--- src/rtl/uart_serial_ctrl_pkg.sv ---
// Shared constants and types for the MMU-facing serial port responder.
package uart_serial_ctrl_pkg;

  // Strobe polarity as driven by the MMU
  localparam logic ENABLE    = 1'b1;
  localparam logic MEM_WRITE = 1'b1;

  // Bit positions of the two status flags as the MMU sees them
  localparam int STAT_SEND_COMPLETE    = 0;
  localparam int STAT_RECEIVE_COMPLETE = 1;

  // Level of an idle UART line (also the stop-bit level)
  localparam logic UART_IDLE = 1'b1;

  localparam int BYTE_W = 8;

  typedef enum logic [1:0] {
    TX_IDLE,
    TX_START,
    TX_DATA,
    TX_STOP
  } tx_state_t;

  typedef enum logic [1:0] {
    RX_IDLE,
    RX_START,
    RX_DATA,
    RX_STOP
  } rx_state_t;

  // Assemble the status pair in MMU bit order
  function automatic logic [1:0] status_bits(input logic send_done, input logic recv_avail);
    logic [1:0] s;
    s = '0;
    s[STAT_SEND_COMPLETE]    = send_done;
    s[STAT_RECEIVE_COMPLETE] = recv_avail;
    return s;
  endfunction

endpackage

--- src/rtl/uart_serial_ctrl_if.sv ---
// MMU <-> serial responder bus: level strobes in, data and status out.
interface uart_serial_ctrl_if;
  import uart_serial_ctrl_pkg::*;

  logic              serial_enable;
  logic              serial_readWrite;
  logic              serial_fetch_data;
  logic [BYTE_W-1:0] serial_dataWrite;
  logic [BYTE_W-1:0] serial_dataRead;
  logic              send_complete;
  logic              receive_complete;
  logic              rx_overrun;

  modport master (
    output serial_enable,
    output serial_readWrite,
    output serial_fetch_data,
    output serial_dataWrite,
    input  serial_dataRead,
    input  send_complete,
    input  receive_complete,
    input  rx_overrun
  );

  modport slave (
    input  serial_enable,
    input  serial_readWrite,
    input  serial_fetch_data,
    input  serial_dataWrite,
    output serial_dataRead,
    output send_complete,
    output receive_complete,
    output rx_overrun
  );

endinterface

--- src/rtl/uart_serial_ctrl_rx_fifo.sv ---
// Show-ahead receive FIFO. A push while full only lands when a pop frees
// the slot in the same cycle; otherwise the byte is discarded.
module uart_rx_fifo #(
  parameter int DEPTH  = 4,
  parameter int DATA_W = 8
) (
  input  logic                         clk,
  input  logic                         rst,
  input  logic                         push,
  input  logic                         pop,
  input  logic        [DATA_W-1:0]     din,
  output logic        [DATA_W-1:0]     dout,
  output logic                         full,
  output logic                         empty,
  output logic [$clog2(DEPTH):0]       count
);

  localparam int PTR_W = $clog2(DEPTH);
  localparam int CNT_W = PTR_W + 1;

  logic [DATA_W-1:0] mem [DEPTH];
  logic [PTR_W-1:0]  wr_ptr;
  logic [PTR_W-1:0]  rd_ptr;
  logic              do_push;
  logic              do_pop;

  assign empty   = (count == '0);
  assign full    = (count == CNT_W'(DEPTH));
  assign do_pop  = pop & ~empty;
  assign do_push = push & (~full | do_pop);
  assign dout    = empty ? '0 : mem[rd_ptr];

  // Storage write; contents need no reset because count gates visibility
  always_ff @(posedge clk) begin
    if (do_push) begin
      mem[wr_ptr] <= din;
    end
  end

  // Pointers wrap naturally at the power-of-two depth; count tracks occupancy
  always_ff @(posedge clk or negedge rst) begin
    if (!rst) begin
      wr_ptr <= '0;
      rd_ptr <= '0;
      count  <= '0;
    end else begin
      if (do_push) wr_ptr <= wr_ptr + PTR_W'(1);
      if (do_pop)  rd_ptr <= rd_ptr + PTR_W'(1);
      case ({do_push, do_pop})
        2'b10:   count <= count + CNT_W'(1);
        2'b01:   count <= count - CNT_W'(1);
        default: count <= count;
      endcase
    end
  end

endmodule

--- src/rtl/uart_serial_ctrl.sv ---
// Serial-port responder behind the MMU: 8N1 transmitter fed by CPU writes,
// 8N1 receiver feeding a small FIFO drained by CPU reads, plus status flags.
module uart_serial_ctrl
  import uart_serial_ctrl_pkg::*;
#(
  parameter int CLKS_PER_BIT = 96,
  parameter int RX_DEPTH     = 4
) (
  input  logic              clk,
  input  logic              rst,
  uart_serial_ctrl_if.slave bus,
  input  logic              uart_rxd,
  output logic              uart_txd
);

  localparam int CNT_W  = $clog2(CLKS_PER_BIT);
  localparam int FCNT_W = $clog2(RX_DEPTH) + 1;
  localparam logic [CNT_W-1:0] BIT_LAST  = CNT_W'(CLKS_PER_BIT - 1);
  localparam logic [CNT_W-1:0] HALF_LAST = CNT_W'(CLKS_PER_BIT / 2 - 1);
  localparam logic [2:0]       LAST_BIT  = 3'd7;

  // ---------------- strobe edge detection ----------------
  logic wr_lvl;
  logic fetch_lvl;
  logic wr_lvl_p0;
  logic fetch_lvl_p0;
  logic wr_edge;
  logic fetch_edge;

  assign wr_lvl     = (bus.serial_enable == ENABLE) && (bus.serial_readWrite == MEM_WRITE);
  assign fetch_lvl  = (bus.serial_enable == ENABLE) && (bus.serial_fetch_data == ENABLE);
  assign wr_edge    = wr_lvl & ~wr_lvl_p0;
  assign fetch_edge = fetch_lvl & ~fetch_lvl_p0;

  // Remember last cycle's strobe levels so a held strobe fires only once
  always_ff @(posedge clk or negedge rst) begin
    if (!rst) begin
      wr_lvl_p0    <= 1'b0;
      fetch_lvl_p0 <= 1'b0;
    end else begin
      wr_lvl_p0    <= wr_lvl;
      fetch_lvl_p0 <= fetch_lvl;
    end
  end

  // ---------------- transmitter ----------------
  tx_state_t         tx_state;
  tx_state_t         tx_next;
  logic [CNT_W-1:0]  tx_cnt;
  logic [2:0]        tx_bit;
  logic [BYTE_W-1:0] tx_shift;
  logic              tx_line;
  logic              tx_idle;
  logic              tx_bit_end;

  assign tx_bit_end = (tx_cnt == BIT_LAST);

  // TX state register
  always_ff @(posedge clk or negedge rst) begin
    if (!rst) tx_state <= TX_IDLE;
    else      tx_state <= tx_next;
  end

  // TX next state: each non-idle state lasts whole bit periods
  always_comb begin
    tx_next = tx_state;
    case (tx_state)
      TX_IDLE:  if (wr_edge)                             tx_next = TX_START;
      TX_START: if (tx_bit_end)                          tx_next = TX_DATA;
      TX_DATA:  if (tx_bit_end && (tx_bit == LAST_BIT))  tx_next = TX_STOP;
      TX_STOP:  if (tx_bit_end)                          tx_next = TX_IDLE;
      default:                                           tx_next = TX_IDLE;
    endcase
  end

  // TX outputs: line level and idle flag decode straight from state
  always_comb begin
    tx_line = UART_IDLE;
    tx_idle = 1'b0;
    case (tx_state)
      TX_IDLE:  begin tx_line = UART_IDLE; tx_idle = 1'b1; end
      TX_START: tx_line = ~UART_IDLE;
      TX_DATA:  tx_line = tx_shift[0];
      TX_STOP:  tx_line = UART_IDLE;
      default:  tx_line = UART_IDLE;
    endcase
  end

  // TX baud counter and bit index; held at zero while idle
  always_ff @(posedge clk or negedge rst) begin
    if (!rst) begin
      tx_cnt <= '0;
      tx_bit <= '0;
    end else if (tx_state == TX_IDLE) begin
      tx_cnt <= '0;
      tx_bit <= '0;
    end else if (tx_bit_end) begin
      tx_cnt <= '0;
      if (tx_state == TX_DATA) tx_bit <= tx_bit + 3'd1;
    end else begin
      tx_cnt <= tx_cnt + CNT_W'(1);
    end
  end

  // TX shifter: load only from idle, so writes during a frame are dropped
  always_ff @(posedge clk) begin
    if ((tx_state == TX_IDLE) && wr_edge) begin
      tx_shift <= bus.serial_dataWrite;
    end else if ((tx_state == TX_DATA) && tx_bit_end) begin
      tx_shift <= {1'b0, tx_shift[BYTE_W-1:1]};
    end
  end

  assign uart_txd = tx_line;

  // ---------------- receiver ----------------
  logic              rxd_meta_p0;
  logic              rxd_sync_p1;
  logic              rxd_prev_p2;
  logic              rx_fall;
  rx_state_t         rx_state;
  rx_state_t         rx_next;
  logic [CNT_W-1:0]  rx_cnt;
  logic [2:0]        rx_bit;
  logic [BYTE_W-1:0] rx_shift;
  logic              rx_sample;
  logic              rx_push;

  assign rx_fall = rxd_prev_p2 & ~rxd_sync_p1;

  // Two-flop synchroniser plus one delayed copy for falling-edge detection
  always_ff @(posedge clk or negedge rst) begin
    if (!rst) begin
      rxd_meta_p0 <= UART_IDLE;
      rxd_sync_p1 <= UART_IDLE;
      rxd_prev_p2 <= UART_IDLE;
    end else begin
      rxd_meta_p0 <= uart_rxd;
      rxd_sync_p1 <= rxd_meta_p0;
      rxd_prev_p2 <= rxd_sync_p1;
    end
  end

  // RX state register
  always_ff @(posedge clk or negedge rst) begin
    if (!rst) rx_state <= RX_IDLE;
    else      rx_state <= rx_next;
  end

  // RX next state: start bit re-checked at mid-bit to reject glitches
  always_comb begin
    rx_next = rx_state;
    case (rx_state)
      RX_IDLE:  if (rx_fall) rx_next = RX_START;
      RX_START: if (rx_sample) rx_next = rxd_sync_p1 ? RX_IDLE : RX_DATA;
      RX_DATA:  if (rx_sample && (rx_bit == LAST_BIT)) rx_next = RX_STOP;
      RX_STOP:  if (rx_sample) rx_next = RX_IDLE;
      default:  rx_next = RX_IDLE;
    endcase
  end

  // RX outputs: sample strobe at bit centres, push on a good stop bit
  always_comb begin
    rx_sample = 1'b0;
    rx_push   = 1'b0;
    case (rx_state)
      RX_START: rx_sample = (rx_cnt == HALF_LAST);
      RX_DATA:  rx_sample = (rx_cnt == BIT_LAST);
      RX_STOP:  begin
        rx_sample = (rx_cnt == BIT_LAST);
        rx_push   = rx_sample && (rxd_sync_p1 == UART_IDLE);
      end
      default:  rx_sample = 1'b0;
    endcase
  end

  // RX baud counter restarts at every sample so later samples stay centred
  always_ff @(posedge clk or negedge rst) begin
    if (!rst) begin
      rx_cnt <= '0;
      rx_bit <= '0;
    end else if (rx_state == RX_IDLE) begin
      rx_cnt <= '0;
      rx_bit <= '0;
    end else if (rx_sample) begin
      rx_cnt <= '0;
      if (rx_state == RX_DATA) rx_bit <= rx_bit + 3'd1;
    end else begin
      rx_cnt <= rx_cnt + CNT_W'(1);
    end
  end

  // RX shifter, LSB arrives first
  always_ff @(posedge clk) begin
    if ((rx_state == RX_DATA) && rx_sample) begin
      rx_shift <= {rxd_sync_p1, rx_shift[BYTE_W-1:1]};
    end
  end

  // ---------------- receive FIFO and status ----------------
  logic [BYTE_W-1:0] fifo_dout;
  logic              fifo_full;
  logic              fifo_empty;
  logic [FCNT_W-1:0] fifo_count;
  logic              fetch_pop;
  logic              overrun_q;
  logic [1:0]        status;

  assign fetch_pop = fetch_edge & ~fifo_empty;

  uart_rx_fifo #(
    .DEPTH  (RX_DEPTH),
    .DATA_W (BYTE_W)
  ) u_rx_fifo (
    .clk   (clk),
    .rst   (rst),
    .push  (rx_push),
    .pop   (fetch_pop),
    .din   (rx_shift),
    .dout  (fifo_dout),
    .full  (fifo_full),
    .empty (fifo_empty),
    .count (fifo_count)
  );

  // Sticky overrun: a frame arrived with nowhere to go
  always_ff @(posedge clk or negedge rst) begin
    if (!rst) begin
      overrun_q <= 1'b0;
    end else if (rx_push && fifo_full && !fetch_pop) begin
      overrun_q <= 1'b1;
    end
  end

  assign status               = status_bits(tx_idle, fifo_count != '0);
  assign bus.send_complete    = status[STAT_SEND_COMPLETE];
  assign bus.receive_complete = status[STAT_RECEIVE_COMPLETE];
  assign bus.serial_dataRead  = fifo_dout;
  assign bus.rx_overrun       = overrun_q;

endmodule

--- src/flat_wrapper.sv ---
// flat-port wrapper written by rule: the top's interface ports become plain ports
module uart_serial_ctrl_flat import uart_serial_ctrl_pkg::*;
#(
  parameter int CLKS_PER_BIT = 96,
  parameter int RX_DEPTH     = 4
)
  (clk, rst, uart_rxd, uart_txd, bus_serial_enable, bus_serial_readWrite, bus_serial_fetch_data, bus_serial_dataWrite, bus_serial_dataRead, bus_send_complete, bus_receive_complete, bus_rx_overrun);
  uart_serial_ctrl_if bus_i ();
  input  logic clk;
  input  logic rst;
  input  logic uart_rxd;
  output logic uart_txd;
  input wire logic [$bits(bus_i.serial_enable)-1:0] bus_serial_enable;
  input wire logic [$bits(bus_i.serial_readWrite)-1:0] bus_serial_readWrite;
  input wire logic [$bits(bus_i.serial_fetch_data)-1:0] bus_serial_fetch_data;
  input wire logic [$bits(bus_i.serial_dataWrite)-1:0] bus_serial_dataWrite;
  output wire logic [$bits(bus_i.serial_dataRead)-1:0] bus_serial_dataRead;
  output wire logic [$bits(bus_i.send_complete)-1:0] bus_send_complete;
  output wire logic [$bits(bus_i.receive_complete)-1:0] bus_receive_complete;
  output wire logic [$bits(bus_i.rx_overrun)-1:0] bus_rx_overrun;
  assign bus_i.serial_enable = bus_serial_enable;
  assign bus_i.serial_readWrite = bus_serial_readWrite;
  assign bus_i.serial_fetch_data = bus_serial_fetch_data;
  assign bus_i.serial_dataWrite = bus_serial_dataWrite;
  assign bus_serial_dataRead = bus_i.serial_dataRead;
  assign bus_send_complete = bus_i.send_complete;
  assign bus_receive_complete = bus_i.receive_complete;
  assign bus_rx_overrun = bus_i.rx_overrun;
  uart_serial_ctrl #(.CLKS_PER_BIT(CLKS_PER_BIT), .RX_DEPTH(RX_DEPTH)) u_core (.clk(clk), .rst(rst), .bus(bus_i), .uart_rxd(uart_rxd), .uart_txd(uart_txd));
endmodule
--- config.mk ---
export PLATFORM = sky130hd
export DESIGN_NAME = uart_serial_ctrl_flat
export DESIGN_NICKNAME = d
export VERILOG_FILES = /design/src/rtl/uart_serial_ctrl_pkg.sv /design/src/rtl/uart_serial_ctrl_if.sv /design/src/rtl/uart_serial_ctrl_rx_fifo.sv /design/src/rtl/uart_serial_ctrl.sv /design/src/flat_wrapper.sv
export SDC_FILE = /design/constraint.sdc
export NUM_CORES = 1
export LEC_CHECK = 0
export BUFFER_PORTS_ARGS = -buffer_cell sky130_fd_sc_hd__buf_2
export CORE_ASPECT_RATIO = 1.25
export CORE_UTILIZATION = 35
export DETAILED_ROUTE_END_ITERATION = 8
export PLACE_DENSITY_LB_ADDON = 0.15
export SYNTH_ARGS = -nofsm -noshare
export SYNTH_HDL_FRONTEND = slang
export SYNTH_SLANG_ARGS = --single-unit
export TNS_END_PERCENT = 100
--- constraint.sdc ---
create_clock -name clk -period 4.5 [get_ports clk]
set_input_delay 0.45 -clock clk [delete_from_list [all_inputs] [get_ports clk]]
set_output_delay 0.45 -clock clk [all_outputs]
set_load 0.05 [all_outputs]
==> impl_metrics.toml, run 1 <==
[setup_path]
rr_startpoint = "u_core.u_rx_fifo.count[2]"
reg2reg_depth = 7
start_kind = "flop"
crit_cells = 3
crit_family = "flip-flops"
critPathKind = "flop to output port"
crit_start = "u_core.u_rx_fifo.rd_ptr[0]"
path_max_fanout = 10
path_cells = "mux4_2 -> and2b_2 -> buf_2"
cp.arrival_ns = 2.07
crit_buf_inv = 1
critPathCaptureType = "output port"
cp_slowest_stage_delay_ns = 0.74
required_ns = 4.05
crit_slowest_cell = "dfrtp_1"

[placed_design]
dp_hpwl_um = 3944
gp_congestion = 0.6888
numPortBuffers = 25

[hold_path]
hold_path.class = "primary input to flop"
hold_depth = 1
min_from = "uart_rxd"

[floorplan]
die_y_um = 116.8
pin_count = 26
die_area_sq_um = 10970
start_util_pct = 36.35
core_sq_um = 10160
die_x_um = 93.87
fp-row-count = 41

[power_and_ir_drop]
clock_power_share_pct = 34.4
p_int_mw = 1.600
swShare_pct = 30.97
p_seq_share_pct = 42.8
vdd_drop_max_v = 0.0002748
power.total_mw = 2.319
p_leak_nw = 1.692
p_comb_share_pct = 22.8
power_density_nw_per_um2 = 544.4
switchingPower_mw = 0.7181

[grt]
grt_overflow_total = 0
antenna_found_initial = 0
grt_usage_pct = 12.32
first_global_vias = 2002
grt_max_degree = 38
grt_pass1_wl_um = 10010

[logic_synthesis]
yosys_most_used_dff = "edfxtp_1"
netlist_instances = 249
synth-warning-count = 0
yosys.area.top_type_share_pct = 39.04
synthSimpleGateAreaFrac_pct = 10.37
yosys_register_bits = 85
netlist_area_sq_um = 3692
syn_nets = 279
yosysUniqueCellTypes = 49
syn_area_per_cell_sq_um = 14.83
synth-edff-count = 48
yosys-top-cells-area = "edfxtp_1 (39%), dfrtp_1 (23%), ha_1 (5.1%)"
synthMuxAreaShare_pct = 8.336
synth-seq-area-share_pct = 64.22
synthArstFlopShare_pct = 43.53
synth_compound_area_share_pct = 5.998
yosysTopAreaCell = "edfxtp_1"
synthXorXnorAreaFrac_pct = 3.084
synth_top_family_by_area = "simple AND/OR/NAND/NOR gates"
synth-adder-area-share_pct = 5.625

[cts]
cts_made_buffers = 9
path_clk_slew_ns = 0.06
cts_tree = "done"
ctsResizeCount = 0
cts_buffer_depth = 2
hold_buffers = 0
cts.sinks = 85
cts_root_buf = "clkbuf_16"
insertion_delay_ns = 0.33
cts_max_level = 3
post_cts.repair.setup_buffers = 0

[timing]
fin_hold_ws_ns = 0.2207
finalCriticalPeriod_ns = 2.519
tns_ns = 0
slew_violations = 0
tightest_slew_ns = 0.9727
min_period_over_period_pct = 55.97
fmax_mhz = 397.1
fin_skew_ns = 0.008887
hold_viol_final = 0
slew_headroom_pct = 34.91
finalSetupViolations = 0
rsz0062_at_grt = "no"

[cells_and_area]
drive_gt1_share_pct = 27.30
fin_nets = 307
postLayoutCoreUtil_pct = 41.93
synthToLayoutAreaGrowth_pct = 15.35
diodes = 0

[detailed_routing]
drt-wirelength-per-cell_um = 14.54
drc = 0
vias = 1972
drtIter0Drc = 76
drt_pass1_iterations = 4
antenna_left = 0
routed_via_density = 4.798
wl_um = 5974

[run_status]
status = "finished clean"

[run]
cap_violations = 0
==> cells by family after synthesis <==
kind of cell | after synthesis
buffers and inverters | 19
xor gates and xnor gates | 13
DFF | 85
muxes | 19
AOI/OAI and AO/OA | 29
adders and majority gates | 16
and+or+nand+nor | 68
==> flip-flops by register name, summed over array words and instances, names as in the netlist, named ones only <==
signal / cells
u_core.tx_bit: 3
u_core.fetch_lvl_p0: 1
u_core.rx_cnt: 7
u_core.u_rx_fifo.wr_ptr: 2
u_core.tx_cnt: 7
u_core.rxd_prev_p2: 1
u_core.rx_shift: 8
u_core.rxd_sync_p1: 1
u_core.rx_bit: 3
u_core.rxd_meta_p0: 1
u_core.bus.rx_overrun: 1
u_core.u_rx_fifo.count: 3
u_core.rx_state: 1
u_core.tx_shift: 8
u_core.u_rx_fifo.mem: 32
u_core.wr_lvl_p0: 1
u_core.u_rx_fifo.rd_ptr: 2
u_core.tx_state: 2
==> synth_stat cells, drive strengths merged (2+ instances only) <==
cell type	instances
a21oi	6
a22o	5
a31oi	3
and2	5
and2b	8
and3	3
buf	4
clkbuf	4
dfrtp	34
dfstp	3
edfxtp	48
ha	15
inv	11
mux2	11
mux4	8
nand2	11
nand3	7
nor2	24
nor3b	2
o21ai	3
o21bai	2
o22ai	2
or2	2
xnor2	8
xor2	5
==> final timing paths <==
path / slack, ns / to
worst max-delay path: 1.98 / bus_serial_dataRead[1]
worst min-delay path: 0.22 / u_core.rxd_meta_p0
worst max register to register: 2.07 / u_core.u_rx_fifo.count[2]
worst min register to register: 0.35 / u_core.rxd_sync_p1
max in group asynchronous: 3.74 / u_core.u_rx_fifo.rd_ptr[0]
min in group asynchronous: 0.23 / u_core.tx_state[0]
==> final cells by class <==
type	count	area, sq um
Fill cell	970	5898
Multi-Input combinational cell	145	1234
Tap cell	129	161.4
Sequential cell	85	2371
Clock buffer	11	242.7
Inverter	11	41.29
Timing Repair Buffer	25	125.1
Clock inverter	5	83.83
==> stage by stage <==
step                cells  instance area [sq um]  setup slack (ns)
finish                411                   4259             1.981
global route          411                   4259             1.761
CTS                   411                   4259             1.913
detailed placement    395                   3933             2.018
global placement      395                   3933             2.081
floorplan             249                   3692             2.417
==> power groups by stage <==
stage                     clock (mW)  sequential, mW  combinational (mW)
after global routing           0.852            1.01               0.589
after detailed placement           0            1.01               0.539
after global placement             0            1.01               0.533
final                          0.797           0.992               0.529
after CTS                      0.818           0.997               0.541
after floorplan                    0           0.936               0.498
==> metal layers <==
layer / part of all wire (%) / track usage, % / vias up
met3: 3.3 / 2.778 / 8
li1: - / - / 962
met2: 50 / 20.78 / 28
met5: 0 / 0 / -
met4: 1.8 / 6.154 / 0
met1: 45 / 14.88 / 974
==> cells in the final DEF (no fill, tap or decap), types with 3 or more instances in the layout <==
cell and n:
nand2_1 11, a21oi_1 5, clkbuf_16 9, mux2_2 9, and2b_2 8, dfstp_2 3, inv_1 11, and3_1 3
xnor2_1 8, and2_1 5, mux4_2 8, ha_1 15, edfxtp_1 48, nand3_1 7, a22o_1 5, buf_2 25
nor2_1 23, dfrtp_1 34, xor2_1 5
Power figures use the tool's default switching activity.
==> inputs of run 2 (changes only) <==
- clock period: 4.5 -> 2.5 ns (I/O delays scaled with it)
==> run 2 against run 1 <==
Effect of this change: non-clock buffer count increased by 6; global-route usage shrank 0.13 points; via count barely moved; largest cell class unchanged.
==> impl_metrics.toml, run 2 (same netlist as run 1, synthesis figures left out) <==
[setup_path]
crit_cells = 3
crit_buf_inv = 1
critPathCaptureType = "output port"
cp_slowest_stage_delay_ns = 0.69
crit_slowest_cell = "dfrtp_1"
path_cells = "mux4_2 -> and2b_2 -> buf_2"
critPathKind = "flop to output port"
rr_startpoint = "u_core.rx_cnt[0]"
reg2reg_depth = 8
crit_family = "flip-flops"
required_ns = 2.25
path_max_fanout = 9
r2r_end = "u_core.u_rx_fifo.count[2]"
start_kind = "flop"
regToRegSetupSlack_ns = 0.40
cp.arrival_ns = 2.01

[timing]
fin_ws_ns = 0.2395
rsz0062_at_grt = "no"
fmax_mhz = 442.4
finalSetupViolations = 0
tightest_slew_ns = 0.8205
slew_violations = 0
tns_ns = 0
slew_headroom_pct = 45.30
finalCriticalPeriod_ns = 2.261
fin_hold_ws_ns = 0.01379
min_period_over_period_pct = 90.42
hold_viol_final = 0
fin_skew_ns = 0.004181

[cells_and_area]
regMostFlops = "u_core.u_rx_fifo.mem"
reg.largest.list = "u_core.u_rx_fifo.mem (32), u_core.rx_shift (8), u_core.tx_shift (8)"
largest_reg_flops = 32
synthToLayoutAreaGrowth_pct = 15.55
diodes = 0
drive_gt1_share_pct = 28.92
final_common_cell = "edfxtp_1"
mostFrequentLayoutCells = "edfxtp_1 (48), dfrtp_1 (34), buf_2 (25)"
final_area_sq_um = 4267
fin_nets = 313

[power_and_ir_drop]
vdd_drop_max_v = 0.0004831
p_int_mw = 2.762
swShare_pct = 31.60
power_density_nw_per_um2 = 946.6
switchingPower_mw = 1.276
p_leak_nw = 1.709
p_seq_share_pct = 43.9
p_comb_share_pct = 24.2
clock_power_share_pct = 31.9

[floorplan]
pin_count = 26
die_x_um = 93.87
core_sq_um = 10160
start_util_pct = 36.35
die_area_sq_um = 10970
die_y_um = 116.8
fp-row-count = 41

[cts]
cts_buffer_depth = 2
ctsResizeCount = 0
hold_buffers = 0
cts_max_level = 3
cts_tree = "done"
cts.sinks = 85
cts_made_buffers = 9
path_clk_slew_ns = 0.06
cts_root_buf = "clkbuf_16"
insertion_delay_ns = 0.33
post_cts.repair.setup_buffers = 0

[detailed_routing]
drc = 0
drt-wirelength-per-cell_um = 14.17
vias = 1973
antenna_left = 0
drt_pass1_iterations = 3
routed_via_density = 4.743
wl_um = 5895
drtIter0Drc = 42

[placed_design]
gp_congestion = 0.6896
numPortBuffers = 25
post_dp_cell_area_sq_um = 3978
dp_hpwl_um = 3977
place_ws_ns = 0.3847

[grt]
antenna_found_initial = 0
grt_max_degree = 38
grt_pass1_wl_um = 9867
grt_overflow_total = 0
first_global_vias = 1994
grt_usage_pct = 12.19

[run]
cap_violations = 0

[run_status]
status = "finished clean"

[hold_path]
hold_path.class = "primary input to asynchronous set/reset pin"
-- run 2: layout make-up --
type | instances | area (sq um)
well taps | 129 | 161.4
flip-flops and latches | 85 | 2371
fillers | 972 | 5891
inverters | 11 | 41.29
clock inverters | 6 | 63.81
clock buffers | 9 | 225.2
repair buffers | 31 | 170.2
multi-input cells | 145 | 1234
-- run 2: power groups by stage --
stage | sequential, mW | combinational (mW) | clock (mW)
6_report | 1.77 | 0.978 | 1.29
5_1_grt | 1.81 | 1.07 | 1.39
4_1_cts | 1.78 | 0.995 | 1.34
3_5_place_dp | 1.81 | 0.994 | 0
3_3_place_gp | 1.81 | 0.985 | 0
2_1_floorplan | 1.68 | 0.896 | 0
-- run 2: how the worst max path moves through the flow --
| stage | from | endpoint | slack [ns] |
|---|---|---|---|
| 2_1_floorplan | u_core.tx_state[0] | u_core.tx_shift[0] | 0.42 |
| 3_3_place_gp | u_core.rx_cnt[0] | u_core.u_rx_fifo.count[2] | 0.41 |
| 3_5_place_dp | u_core.rx_cnt[0] | u_core.u_rx_fifo.count[2] | 0.38 |
| 4_1_cts | u_core.u_rx_fifo.rd_ptr[0] | bus_serial_dataRead[1] | 0.16 |
| 5_1_grt | u_core.u_rx_fifo.rd_ptr[0] | bus_serial_dataRead[1] | 0.12 |
| 6_report | u_core.u_rx_fifo.rd_ptr[0] | bus_serial_dataRead[1] | 0.24 |
-- run 2: per-stage QoR --
step	utilization [%]	std cells	power [mW]
finish	42.01	416	4.039
global route	42.01	416	4.267
CTS	42.01	416	4.114
detailed placement	39.16	401	2.805
global placement	39.16	401	2.791
floorplan	-	249	2.581
-- run 2: per-layer routing --
layer / GRT usage [%] / up-vias / wire [um] / part of all wire (%)
met1: 16.13 / 971 / 2812 / 48
li1: - / 972 / - / -
met3: 2.455 / 9 / 131 / 2.2
met5: 0 / - / 0 / 0
met2: 18.69 / 21 / 2813 / 48
met4: 7.077 / 0 / 136 / 2.3
==> inputs of run 3 (changes only) <==
- ABC_AREA: not set -> 1
==> run 3 against run 2 <==
Effect of this change: cell area grew 2.8%; synthesized area grew 2.0%; highest routed layer unchanged; largest power group unchanged; synthesized cell count grew 37%.
==> impl_metrics.toml, run 3 <==
[run]
cap_violations = 0

[floorplan]
die_x_um = 94.77
core_sq_um = 10260
die_area_sq_um = 11180
pin_count = 26
start_util_pct = 36.70
fp-row-count = 41
die_y_um = 118.0

[cts]
cts_max_level = 3
cts_tree = "done"
ctsResizeCount = 0
cts.sinks = 85
path_clk_slew_ns = 0.06
cts_root_buf = "clkbuf_16"
cts_buffer_depth = 2
hold_buffers = 0
cts_made_buffers = 9
post_cts.repair.setup_buffers = 0
insertion_delay_ns = 0.33

[logic_synthesis]
synth-seq-area-share_pct = 62.98
synth-edff-count = 48
yosysUniqueCellTypes = 30
synth-warning-count = 0
yosys.area.top_type_share_pct = 38.29
yosys_register_bits = 85
netlist_area_sq_um = 3765
syn_area_per_cell_sq_um = 11.07
yosysMostFrequentCell = "nor2_1"
synth.top_cells.by_count = "nor2_1 (60), edfxtp_1 (48), inv_1 (41), nand2_1 (41), dfrtp_1 (34)"
yosys_most_used_dff = "edfxtp_1"
synthArstFlopShare_pct = 43.53
netlist_instances = 340
syn_nets = 370
yosysTopAreaCell = "edfxtp_1"
yosys-top-cells-area = "edfxtp_1 (38%), dfrtp_1 (23%), nor2_1 (6.0%)"

[power_and_ir_drop]
p_comb_share_pct = 34.0
switchingPower_mw = 1.863
p_leak_nw = 1.976
p_seq_share_pct = 37.5
clock_power_share_pct = 28.4
power.total_mw = 4.886
power_density_nw_per_um2 = 1114
swShare_pct = 38.12
p_int_mw = 3.024
vdd_drop_max_v = 0.0005238

[setup_path]
start_kind = "flop"
cp_slowest_stage_delay_ns = 0.73
critPathKind = "flop to output port"
path_max_fanout = 18
required_ns = 2.25
cp.arrival_ns = 1.89
path_cells = "inv_2 -> o21ai_0 -> a21oi_1 -> buf_2"
critPathCaptureType = "output port"
regToRegSetupSlack_ns = 0.52
rr_startpoint = "u_core.rx_cnt[0]"
crit_buf_inv = 2
crit_family = "flip-flops"
crit_slowest_cell = "dfrtp_1"
r2r_end = "u_core.u_rx_fifo.count[2]"
reg2reg_depth = 11

[placed_design]
dp_hpwl_um = 4597
dp_cells = 495
numPortBuffers = 25
gp_congestion = 0.7823
place_ws_ns = 0.5501
post_dp_cell_area_sq_um = 4070

[detailed_routing]
drc = 0
antenna_left = 0
routed_via_density = 4.614
vias = 2358
drt_pass1_iterations = 4
wl_um = 6489
drtIter0Drc = 67
drt-wirelength-per-cell_um = 12.70

[hold_path]
hold_path.class = "primary input to asynchronous set/reset pin"

[cells_and_area]
postLayoutCoreUtil_pct = 42.74
final_common_cell = "nor2_1"
stdcell_count = 511
largest_reg_flops = 32
reg.largest.list = "u_core.u_rx_fifo.mem (32), u_core.rx_shift (8), u_core.tx_shift (8)"
diodes = 0
final_area_sq_um = 4385
fill_cells = 1001
fin_nets = 407
synthToLayoutAreaGrowth_pct = 16.48
drive_gt1_share_pct = 19.37
regMostFlops = "u_core.u_rx_fifo.mem"
mostFrequentLayoutCells = "nor2_1 (60), edfxtp_1 (48), inv_1 (41), nand2_1 (41), dfrtp_1 (34)"

[run_status]
status = "finished clean"

[grt]
first_global_vias = 2349
grt_usage_pct = 12.85
grt_overflow_total = 0
grt_pass1_wl_um = 10860
grt_max_degree = 38
antenna_found_initial = 0

[timing]
slew_headroom_pct = 44.36
slew_violations = 0
finalCriticalPeriod_ns = 2.139
fin_hold_ws_ns = 0.006576
min_period_over_period_pct = 85.56
tns_ns = 0
fin_skew_ns = 0.006323
finalSetupViolations = 0
tightest_slew_ns = 0.8346
fmax_mhz = 467.5
hold_viol_final = 0
rsz0062_at_grt = "no"
fin_ws_ns = 0.3610
## run 3: cell types whose count changed in the layout (fill, tap and decap cells not counted), sizes merged, moves of 4 or more
| cell | change |
|---|---|
| a22o | -5 |
| mux2 | -4 |
| mux4 | -8 |
| o21ai | +19 |
| nor2 | +38 |
| nand2 | +39 |
| inv | +31 |
| a21oi | +7 |
| and2 | -5 |
| xnor2 | -7 |
| nand3 | +11 |
| and2b | -8 |
## run 3: routing by layer
layer	vias up	track usage [%]	part of all wire (%)	routed length, um
met4	0	6.818	2.2	144
met1	1110	15.07	45	2925
li1	1195	-	-	-
met3	10	2.778	3.5	228
met5	-	0	0	0
met2	43	21.54	49	3191
## run 3: worst max-delay path by stage
stage,startpoint,endpoint,slack (ns),cells past startpoint
4_1_cts,u_core.u_rx_fifo.rd_ptr[0],bus_serial_dataRead[0],0.31,4
6_report,u_core.u_rx_fifo.rd_ptr[0],bus_serial_dataRead[7],0.36,4
3_3_place_gp,u_core.rx_cnt[0],u_core.u_rx_fifo.count[2],0.59,11
3_5_place_dp,u_core.rx_cnt[0],u_core.u_rx_fifo.count[2],0.55,11
5_1_grt,u_core.u_rx_fifo.rd_ptr[0],bus_serial_dataRead[7],0.22,4
2_1_floorplan,u_core.u_rx_fifo.count[0],u_core.u_rx_fifo.count[2],0.31,11
## run 3: worst register-to-register path, delay by kind of cell (launching register included)
family	cells	cell delay [ns]
buf+inv	2	0.10
fa+ha+maj	2	0.69
flops	1	0.38
simple gates	7	0.71
## run 3: kinds of logic (layout without fill, tap and decap cells)
family | Yosys count | in the layout | share of synthesized area [%]
muxes | 7 | 7 | 2.094
and+or+nand+nor | 139 | 139 | 17.22
xor gates and xnor gates | 8 | 8 | 1.861
DFF | 85 | 85 | 62.98
buffers and inverters | 47 | 89 | 4.786
adders and majority gates | 16 | 16 | 5.517
AOI/OAI and AO/OA | 38 | 38 | 5.550
## run 3: area by class of cell
cell class | instances | area [sq um] | area share (%)
Timing Repair Buffer | 30 | 162.7 | 3.709
Clock inverter | 6 | 76.32 | 1.740
Sequential cell | 85 | 2371 | 54.07
Tap cell | 129 | 161.4 | 3.680
Clock buffer | 10 | 239.0 | 5.449
Inverter | 43 | 161.4 | 3.680
Multi-Input combinational cell | 208 | 1214 | 27.67
## run 3: power by group through the flow
stage	sequential (mW)	clock (mW)	combinational (mW)
after global placement	1.86	0	1.67
after global routing	1.86	1.47	1.87
after floorplan	1.78	0	1.38
after detailed placement	1.86	0	1.68
final	1.83	1.39	1.66
after CTS	1.83	1.43	1.69
